$ cat config.mk
export PLATFORM = sky130hd
export DESIGN_NAME = dmem_arbiter
export DESIGN_NICKNAME = d
export VERILOG_FILES = /design/src/rtl/dmem_arbiter.sv
export SDC_FILE = /design/constraint.sdc
export NUM_CORES = 1
export LEC_CHECK = 0
export ABC_AREA = 1
export ABC_CLOCK_PERIOD_IN_PS = 1550
export CAP_MARGIN = 15
export CORE_ASPECT_RATIO = 0.6
export CORE_MARGIN = 5
export CORE_UTILIZATION = 40
export DETAILED_ROUTE_END_ITERATION = 6
export GPL_ROUTABILITY_DRIVEN = 0
export PLACE_DENSITY = 0.89
export SLEW_MARGIN = 25
export SYNTH_ARGS = -nofsm -noshare
export SYNTH_HDL_FRONTEND = slang
export SYNTH_SLANG_ARGS = --single-unit
$ cat constraint.sdc
create_clock -name clk -period 1.55 [get_ports clk]
set_input_delay 0.31 -clock clk [delete_from_list [all_inputs] [get_ports clk]]
set_output_delay 0.31 -clock clk [all_outputs]
set_load 0.03 [all_outputs]
$ cat src/rtl/dmem_arbiter.sv
// Two-port round-robin arbiter and one-cycle access sequencer for the 24 x 12 data memory.
// Each grant becomes one ACCESS cycle and a registered done pulse on the owning port.
module dmem_arbiter #(
  parameter int DEPTH = 24,
  parameter int AW    = 12,
  parameter int DW    = 12
) (
  input  logic          clk,
  input  logic          reset,
  input  logic          p0_req,
  input  logic          p0_we,
  input  logic [AW-1:0] p0_addr,
  input  logic [DW-1:0] p0_wdata,
  input  logic          p1_req,
  input  logic          p1_we,
  input  logic [AW-1:0] p1_addr,
  input  logic [DW-1:0] p1_wdata,
  output logic          p0_gnt,
  output logic          p1_gnt,
  output logic          p0_done,
  output logic          p1_done,
  output logic          rsp_err,
  output logic [DW-1:0] rsp_rdata,
  output logic          mem_write,
  output logic          mem_read,
  output logic [AW-1:0] mem_addr,
  output logic [DW-1:0] mem_wdata,
  input  logic [DW-1:0] mem_rdata
);

  typedef enum logic {IDLE, ACCESS} state_t;

  state_t        state;
  logic          last_served;
  logic          id_p1;
  logic          we_p1;
  logic          any_req;
  logic          win_p1;
  logic          sel_we;
  logic [AW-1:0] sel_addr;
  logic [DW-1:0] sel_wdata;

  // Unsigned compare over all AW bits: no wrap, so 12'hFFF is out of range too.
  function automatic logic in_range(input logic [AW-1:0] a);
    return a < AW'(DEPTH);
  endfunction

  function automatic logic [DW-1:0] rsp_data(input logic we, input logic ok,
                                             input logic [DW-1:0] rdata);
    return (!we && ok) ? rdata : '0;
  endfunction

  // Stage p0: arbitration; port 1 wins alone, or on a tie when port 0 was served last.
  always_comb begin
    any_req   = p0_req | p1_req;
    win_p1    = p1_req & (~p0_req | ~last_served);
    sel_we    = win_p1 ? p1_we    : p0_we;
    sel_addr  = win_p1 ? p1_addr  : p0_addr;
    sel_wdata = win_p1 ? p1_wdata : p0_wdata;
    p0_gnt    = 1'b0;
    p1_gnt    = 1'b0;
    if (state == IDLE && !reset) begin
      p0_gnt = any_req & ~win_p1;
      p1_gnt = win_p1;
    end
  end

  always_ff @(posedge clk or posedge reset) begin
    if (reset) begin
      state       <= IDLE;
      last_served <= 1'b1;
      id_p1       <= 1'b0;
      we_p1       <= 1'b0;
      mem_addr    <= '0;
      mem_wdata   <= '0;
      mem_write   <= 1'b0;
      mem_read    <= 1'b0;
      p0_done     <= 1'b0;
      p1_done     <= 1'b0;
      rsp_err     <= 1'b0;
      rsp_rdata   <= '0;
    end else begin
      p0_done <= 1'b0;
      p1_done <= 1'b0;
      case (state)
        // Stage p1: command captured; strobes only for in-range addresses.
        IDLE: begin
          if (any_req) begin
            id_p1       <= win_p1;
            we_p1       <= sel_we;
            mem_addr    <= sel_addr;
            mem_wdata   <= sel_wdata;
            last_served <= win_p1;
            mem_write   <= sel_we & in_range(sel_addr);
            mem_read    <= ~sel_we & in_range(sel_addr);
            state       <= ACCESS;
          end
        end
        // Stage p2: response registered; rsp_err/rsp_rdata hold until the next done.
        ACCESS: begin
          mem_write <= 1'b0;
          mem_read  <= 1'b0;
          p0_done   <= ~id_p1;
          p1_done   <= id_p1;
          rsp_err   <= ~in_range(mem_addr);
          rsp_rdata <= rsp_data(we_p1, in_range(mem_addr), mem_rdata);
          state     <= IDLE;
        end
        default: state <= IDLE;
      endcase
    end
  end

endmodule

==> impl_metrics.tcl <==
set metrics [dict create \
    rows 20 \
    end_kind "primary output" \
    cts.path.max_buffers 2 \
    synth_top_family_by_area "simple AND/OR/NAND/NOR gates" \
    setup.worst_path.class "reg -> out" \
    slew_violations 0 \
    finish.utilization 0.711 \
    max_stage_delay_ps 570 \
    relSlewSlack 0.730 \
    clkTransAtPathRegs_ps 90 \
    regArea_um2 1130 \
    reg_top3 "mem_addr (12), mem_wdata (12), rsp_rdata (12)" \
    required_ps 1240 \
    ys_ff_latch 45 \
    finalSetupTns_ps -121 \
    synth_mux_area_frac 0 \
    finalSetupViolCount 2 \
    p_int_mw 2.39 \
    violations "negative setup slack" \
    synth_xor_area_frac 0 \
    p_leak_nw 1.84 \
    drt_iter0_drc 95 \
    drc 0 \
    max_slew.worst_pin.slew_ps 405 \
    cap_violations 0 \
    p_comb_frac 0.365 \
    holdPathStages 2 \
    critPathLaunchType "flop" \
    drtPass1Iterations 4 \
    arrival_ps 1320 \
    nNetsFinal 454 \
    avgSynthCellArea_um2 8.28 \
    rrSetupSlack_ps 0 \
    antenna_left 0 \
    yosysSeqAreaShare 0.534 \
    p_switching_mw 1.28 \
    clockRootBuffer "clkbuf_8" \
    viasPerCell 4.79 \
    die_width_um 104 \
    crit_family "flip-flops" \
    synthAdderAreaFrac 0 \
    final_common_cell "nand2_1" \
    fin_crit_sh 1.05 \
    finClkSkew_ps 7.42 \
    clkLatencyLatePin_ps 290 \
    post-route-cell-area_um2 3610 \
    fp.dieH_um 66.3 \
    multi_input_area_um2 862 \
    finalHoldViolCount 0 \
    num_vias 2181 \
    dieArea_um2 6880 \
    whs_ps 480 \
    clock.fmax_mhz 613 \
    grt_usage 0.192 \
    rr_endpoint "id_p1" \
    powerDensity_nw_per_um2 1020 \
    syn_area_um2 2110 \
    cts_buffers 5 \
    swShare 0.349 \
    drive_gt1_frac 0.162 \
    synth_fp_nets 321 \
    cts_tree "built" \
    max-vdd-ir-drop_uv 606 \
    yosys_warnings 0 \
    worst-path-buf-inv 2 \
    synth_compound_area_frac 0.0977 \
    initial_core_util 0.416 \
    yosys.area_share.simple 0.296 \
    hp-start "rsp_rdata[3]" \
    total_power_mw 3.67 \
    hold_end "rsp_rdata[3]" \
    grt_pass1_wl_mm 10.6 \
    rr_startpoint "last_served" \
    grt_pass1_vias 2284 \
    insertedDiodeCount 0 \
    slowest_stage "dfstp_2" \
    syn_inst 255 \
    power_frac_clock 0.239 \
    core_um2 5080 \
    hpwl_mm 5.03 \
    final_cell_mix "79 x nand2_1, 63 x clkdlybuf4s50_1, 44 x dfrtp_1" \
    rsz0062_at_grt "true" \
    h-tree-depth 2 \
    reg2reg_depth 11 \
    synthDistinctLibCells 24 \
    wire_per_inst_um 14.1 \
    drt-total-wl_mm 6.42 \
    place_area_um2 3450 \
    finalWorstSetupSlack_ps -82.6 \
    boundaryPins 109 \
    seq_power_share 0.396 \
    hold_class "reg -> reg" \
    cp_max_fo 3 \
    period_needed_ps 1630 \
    port_buffers 108 \
    grt-ovfl-total 0 \
    syn_to_final_growth_pct 71.1 \
    status "complete, but fails checks" \
    antenna_found_initial 0 \
    grt_max_degree 21 \
    cp_cell_sequence "nand2_4 -> nand2_8 -> inv_8 -> nor3_4 -> buf_6" \
    fillCellCount 395 \
    cts.sinks 45 \
]
==> power by group through the flow <==
stage / Clock (mW) / Sequential, mW / Combinational (mW)
2_1_floorplan: 0 / 1.76 / 0.400
3_3_place_gp: 0 / 1.47 / 1.37
3_5_place_dp: 0 / 1.48 / 1.39
4_1_cts: 0.907 / 1.45 / 1.31
5_1_grt: 0.976 / 1.48 / 1.45
6_report: 0.879 / 1.45 / 1.34
==> cell usage after synthesis <==
| cell | count | area (µm²) |
|---|---|---|
| buf_6 | 3 | 33.8 |
| inv_2 | 3 | 11.3 |
| nor3_2 | 1 | 10.0 |
| buf_2 | 4 | 20.0 |
| nor2_1 | 27 | 101 |
| nand3b_1 | 5 | 37.5 |
| a31oi_1 | 1 | 6.26 |
| o21ai_1 | 21 | 105 |
| nor3_1 | 2 | 10.0 |
| nand3_1 | 14 | 70.1 |
| nand2_8 | 1 | 20.0 |
| nand4_1 | 2 | 12.5 |
| dfrtp_1 | 44 | 1100 |
| nor2_2 | 1 | 6.26 |
| nand2_1 | 81 | 304 |
| buf_4 | 4 | 30.0 |
| buf_1 | 2 | 7.51 |
| o21ai_0 | 17 | 85.1 |
| inv_4 | 1 | 6.26 |
| dfstp_2 | 1 | 26.3 |
| inv_1 | 12 | 45.0 |
| nand2_4 | 3 | 33.8 |
| a21oi_1 | 2 | 10.0 |
| nand2_2 | 3 | 18.8 |
==> what timing repair did <==
item / 4_1_cts / 5_1_grt
pin swaps: 1 / 6
setup endpoints to repair: 43 / 5
hold buffers: 0 / 0
resized for setup: 48 / 14
buffers inserted: 5 / 4
==> worst max-delay path by stage <==
stage / start / endpoint / slack, ps / cells past startpoint
final: last_served / p0_gnt / -80 / 5
after global routing: state / p0_gnt / -140 / 4
after CTS: last_served / p0_gnt / -150 / 5
after detailed placement: p1_req / mem_read / -290 / 8
after global placement: p1_req / p0_gnt / -230 / 6
after floorplan: last_served / p0_gnt / 5 / 5
==> metal layers <==
metal	global-route usage	vias to the layer above	share of wire
met5	0	-	0
met4	0.0404	0	0.0092
met3	0.0888	6	0.10
met2	0.330	96	0.48
met1	0.224	1000	0.41
li1	-	1079	-
==> tightest hold or removal path, stage by stage (launching register included) <==
cell and delay [ps]:
dfrtp_1 340, nand2_1 50, nand2_1 60
==> kinds of logic after synthesis <==
family,count (synthesis)
buffers and inverters,29
flip-flops,45
AND/OR/NAND/NOR,140
AO/OA/AOI/OAI,41
==> cell type report <==
class                      instances  area share
multi-input combinational        181       0.239
clock buffer                       5      0.0190
tap                               66      0.0229
inverter                          16      0.0201
clock inverter                     3      0.0128
timing repair buffer             139       0.375
sequential                        45       0.312
==> per-stage QoR <==
| stage | cells | setup slack [ps] |
|---|---|---|
| 2_1_floorplan | 255 | 5.26 |
| 3_3_place_gp | 438 | -235 |
| 3_5_place_dp | 438 | -290 |
| 4_1_cts | 451 | -149 |
| 5_1_grt | 455 | -139 |
| 6_report | 455 | -82.6 |
(Power assumes the default switching activity.)
==> RTL edit 1 (same settings) <==
Put one more register stage on the output `rsp_err`. The value now appears one clock later. The other outputs are not delayed to match. Comments in the files are not updated.
--- a/src/rtl/dmem_arbiter.sv
+++ b/src/rtl/dmem_arbiter.sv
@@ -29,6 +29,8 @@
 );
 
   typedef enum logic {IDLE, ACCESS} state_t;
+
+  logic rsp_err_s0;
 
   state_t        state;
   logic          last_served;
@@ -77,7 +79,7 @@
       mem_read    <= 1'b0;
       p0_done     <= 1'b0;
       p1_done     <= 1'b0;
-      rsp_err     <= 1'b0;
+      rsp_err_s0  <= 1'b0;
       rsp_rdata   <= '0;
     end else begin
       p0_done <= 1'b0;
@@ -102,7 +104,7 @@
           mem_read  <= 1'b0;
           p0_done   <= ~id_p1;
           p1_done   <= id_p1;
-          rsp_err   <= ~in_range(mem_addr);
+          rsp_err_s0 <= ~in_range(mem_addr);
           rsp_rdata <= rsp_data(we_p1, in_range(mem_addr), mem_rdata);
           state     <= IDLE;
         end
@@ -111,5 +113,9 @@
     end
   end
 
+  always_ff @(posedge clk) begin
+    rsp_err <= rsp_err_s0;
+  end
+
 endmodule
 
Function: changed (Yosys sat finds a counterexample within 4 cycles, from zero or initial values and one cycle with reset high).
==> RTL edit 1 against the original RTL <==
The run still ends with setup timing left. Power up 0.12%. Area after synthesis is 2.0% lower. Setup slack got worse by 46 ps. Wire length grew 7.6%. Maximum frequency shrank 2.7%. Sequential cell count grew 1. Largest power group unchanged. Count of clock-buffer cells in the layout unchanged. Register-to-register slack lost 90 ps. Final area fell by 0.76%. Critical endpoint unchanged.
==> RTL edit 1: results (changes against the original RTL) <==
Failing checks = setup timing
Worst clock skew = 10.03 ps (+2.604 ps)
HPWL Detailed = 5099 um (+1.4%)
VDD IR max = 0.5783 mV (-4.5%)
Reg2reg setup slack = -90 ps (-90 ps)
Pre-CTS setup slack = -334.0 ps (-44.17 ps)
Initial drt markers = 84 (-12%)
Worst setup margin = -128.5 ps (-45.91 ps)
Slew HR = 71.39% (-1.6 points)
Worst hold slack = 390.9 ps (-88.92 ps)
Layout cell share with drive strength beyond 1 = 18.11% (+1.9 points)
Pleak = 1.806 nW (-1.8%)
WHS Path Cells = 0 (-2)
Setup TNS = -327.7 ps (-206.6 ps)
Hold Startpoint = rsp_err_s0
Top cells by count, synth = 85 x nand2_1, 44 x dfrtp_1, 37 x o21ai_0
Status = finished with violations
Cells after Synth = 254 (-0.39%)
Post-route insts no fill = 447 (-1.8%)
Syn nets = 320 (-0.31%)
WHS Endpoint = rsp_err
GRT Total Usage = 19.98% (+0.73 points)
# setup viols final = 4 (+2)
Largest net degree at the start of global routing = 23 (+9.5%)
Layout fillers = 392 (-0.76%)
Synth top area cells = dfrtp_1 53%, nand2_1 15%, o21ai_0 8.9%
## RTL edit 1: cell families after synthesis
| logic type | Yosys count | share of synthesized area [%] |
|---|---|---|
| AO/OA/AOI/OAI | 42 | 10.39 |
| AND/OR/NAND/NOR | 138 | 27.98 |
| buffers and inverters | 28 | 6.223 |
| flip-flops | 46 | 55.41 |
## RTL edit 1: layer usage
metal	wire [um]	global-route usage (%)
met1	2919	25.90
met2	3434	33.31
met3	518	5.938
met4	29	3.877
met5	0	0
## RTL edit 1: area by class of cell
type	instances	share of cell area, %
Clock buffer	5	1.919
Clock inverter	3	1.117
Inverter	15	1.640
Multi-Input combinational cell	180	25.37
Sequential cell	46	32.00
Tap cell	66	2.303
Timing Repair Buffer	132	35.66
## RTL edit 1: what timing repair did
item,4_1_cts,5_1_grt
endpoints found under the hold margin,0,0
resized for setup,59,34
hold buffers,0,0
buffers inserted,6,5
pin swaps,9,13
gates cloned,0,0
setup endpoints to repair,44,11
==> RTL edit 2 (config.mk and constraints unchanged) <==
Without the edit above. The parameter `DEPTH` goes from 24 to 18.
--- a/src/rtl/dmem_arbiter.sv
+++ b/src/rtl/dmem_arbiter.sv
@@ -1,7 +1,7 @@
 // Two-port round-robin arbiter and one-cycle access sequencer for the 24 x 12 data memory.
 // Each grant becomes one ACCESS cycle and a registered done pulse on the owning port.
 module dmem_arbiter #(
-  parameter int DEPTH = 24,
+  parameter int DEPTH = 18,
   parameter int AW    = 12,
   parameter int DW    = 12
 ) (
Behaviour: not the same (a bounded check fails within 4 cycles, from zero or initial values and one cycle with reset high).
==> RTL edit 2 against the original RTL <==
The flow still finishes with violations (setup timing). Global-route usage is 0.28 points higher. Setup slack worse by 19 ps. Wire length is 4.3% higher. Sequential cell count stayed put. Critical path type unchanged. Area after synthesis is 2.5% higher. Count of clock-buffer cells in the layout is 1 higher. Final area is 1.4% lower. Power is 2.8% lower. Largest cell class unchanged. Die area is 2.2% higher. Critical endpoint unchanged.
==> RTL edit 2: results (changes against the original RTL) <==
Status = finished with violations
Failing checks = setup timing
Worst path arrival time = 1340 ps (+20 ps)
Multi-input gates = 184 (+1.7%)
Pre-CTS setup slack = -256.5 ps (+33.35 ps)
Clock network contribution to total cell area = 2.703% (-0.48 points)
GRT Total Usage = 19.53% (+0.28 points)
Met2 Wirelength = 3000 um (-2.2%)
Antenna violations before repair = 1 (+1)
Bufs w/o clock = 141 (+1.4%)
# setup viols final = 2 (unchanged)
CP Max Fanout = 4 (+1)
First-pass GRT wire length = 10840 um (+1.9%)
Power in the clock group = 0.764 mW (-13%)
Inverters, non-clock = 19 (+3)
Grt met3 use = 7.357% (-1.5 points)
Slew HR = 71.21% (-1.8 points)
Final sequential cell count = 45 (unchanged)
Grt met1 use = 25.53% (+3.1 points)
Non-clock buffers, area share = 36.54% (-0.93 points)
WL met3 = 568 um (-12%)
Synth top area cells = dfrtp_1 51%, nand2_1 16%, o21ai_1 5.5%
Worst setup margin = -101.6 ps (-19.03 ps)
Setup TNS = -169.0 ps (-47.95 ps)
Vias in the first global route = 2237 (-2.1%)
Slew Viols, Final = 0 (unchanged)
Worst clock skew = 7.207 ps (-0.2141 ps)
HPWL Detailed = 5325 um (+5.9%)
Met1 wire length = 3060 um (+16%)
Layout cell share with drive strength beyond 1 = 15.62% (-0.58 points)
Storage cell area = 0.001129 sq mm (+0.11%)
Syn nets = 327 (+1.9%)
Library cells used by synthesis = 25 (+4.2%)
Psw = 1.306 mW (+2.0%)
Pleak = 1.841 nW (about the same)
Area of the multi-input gates = 879.6 sq um (+2.0%)
WL/cell = 14.46 um (+2.5%)
VDD IR max = 0.5113 mV (-16%)
Layout fillers = 430 (+8.9%)
GR Layer Usage met2 = 30.49% (-2.5 points)
Sequential area share after synthesis = 52.05% (-1.3 points)
Via-per-instance ratio = 4.877 (+1.7%)
Fin nets = 462 (+1.8%)
Initial drt markers = 73 (-23%)
Top routing layer in use = met5
Largest net degree at the start of global routing = 27 (+29%)
Clock Tree Buf Depth = 2 (unchanged)
Logic pwr share = 37.8% (+1.3 points)
-- RTL edit 2: cell count changes in the layout (fill, tap and decap cells not counted), sizes merged, moves of 2 or more --
cell / change
nand3b: +2
buf: +2
nor3: -2
nor2: -4
inv: +3
nand3: -11
o21ai: -2
nand2: +5
nand4: +12
-- RTL edit 2: path summary, 6_finish.rpt --
kind / from / endpoint / slack [ps] / cells past startpoint
min in group asynchronous: reset / rsp_rdata[9] / 520 / 3
max in group asynchronous: reset / last_served / 780 / 3
worst max register to register: last_served / mem_read / 30 / 9
worst min-delay path: id_p1 / p0_done / 470 / 1
worst max-delay path: last_served / p0_gnt / -100 / 5
worst min register to register: id_p1 / p0_done / 470 / 1
-- RTL edit 2: stage by stage --
stage	cell area (sq um)	instances	util, %	power, mW	hold slack, ps
2_1_floorplan	2175	261	-	2.207	426.3
3_3_place_gp	3468	450	67.28	2.881	443.3
3_5_place_dp	3468	450	67.28	2.912	458.6
4_1_cts	3546	461	68.79	3.587	470.9
5_1_grt	3565	463	69.15	3.779	485.5
6_report	3565	463	69.15	3.567	465.1
-- RTL edit 2: worst max-delay path: cells and delay by family, from the launching register on --
family / cells / cell delay (ps)
simple gates: 3 / 260
flops: 1 / 580
buf+inv: 2 / 210
-- RTL edit 2: cells by family (layout without fill, tap and decap cells) --
| group | count (synthesis) | after routing | synth area share, % |
|---|---|---|---|
| simple gates | 143 | 143 | 29.92 |
| flops | 45 | 45 | 52.05 |
| buf+inv | 32 | 168 | 8.203 |
| compound gates | 41 | 41 | 9.822 |
-- RTL edit 2: repair_timing --
action	in CTS	in global routing
setup endpoints to repair	43	4
setup buffers	3	2
gates resized for setup	47	3
pin swaps	1	1
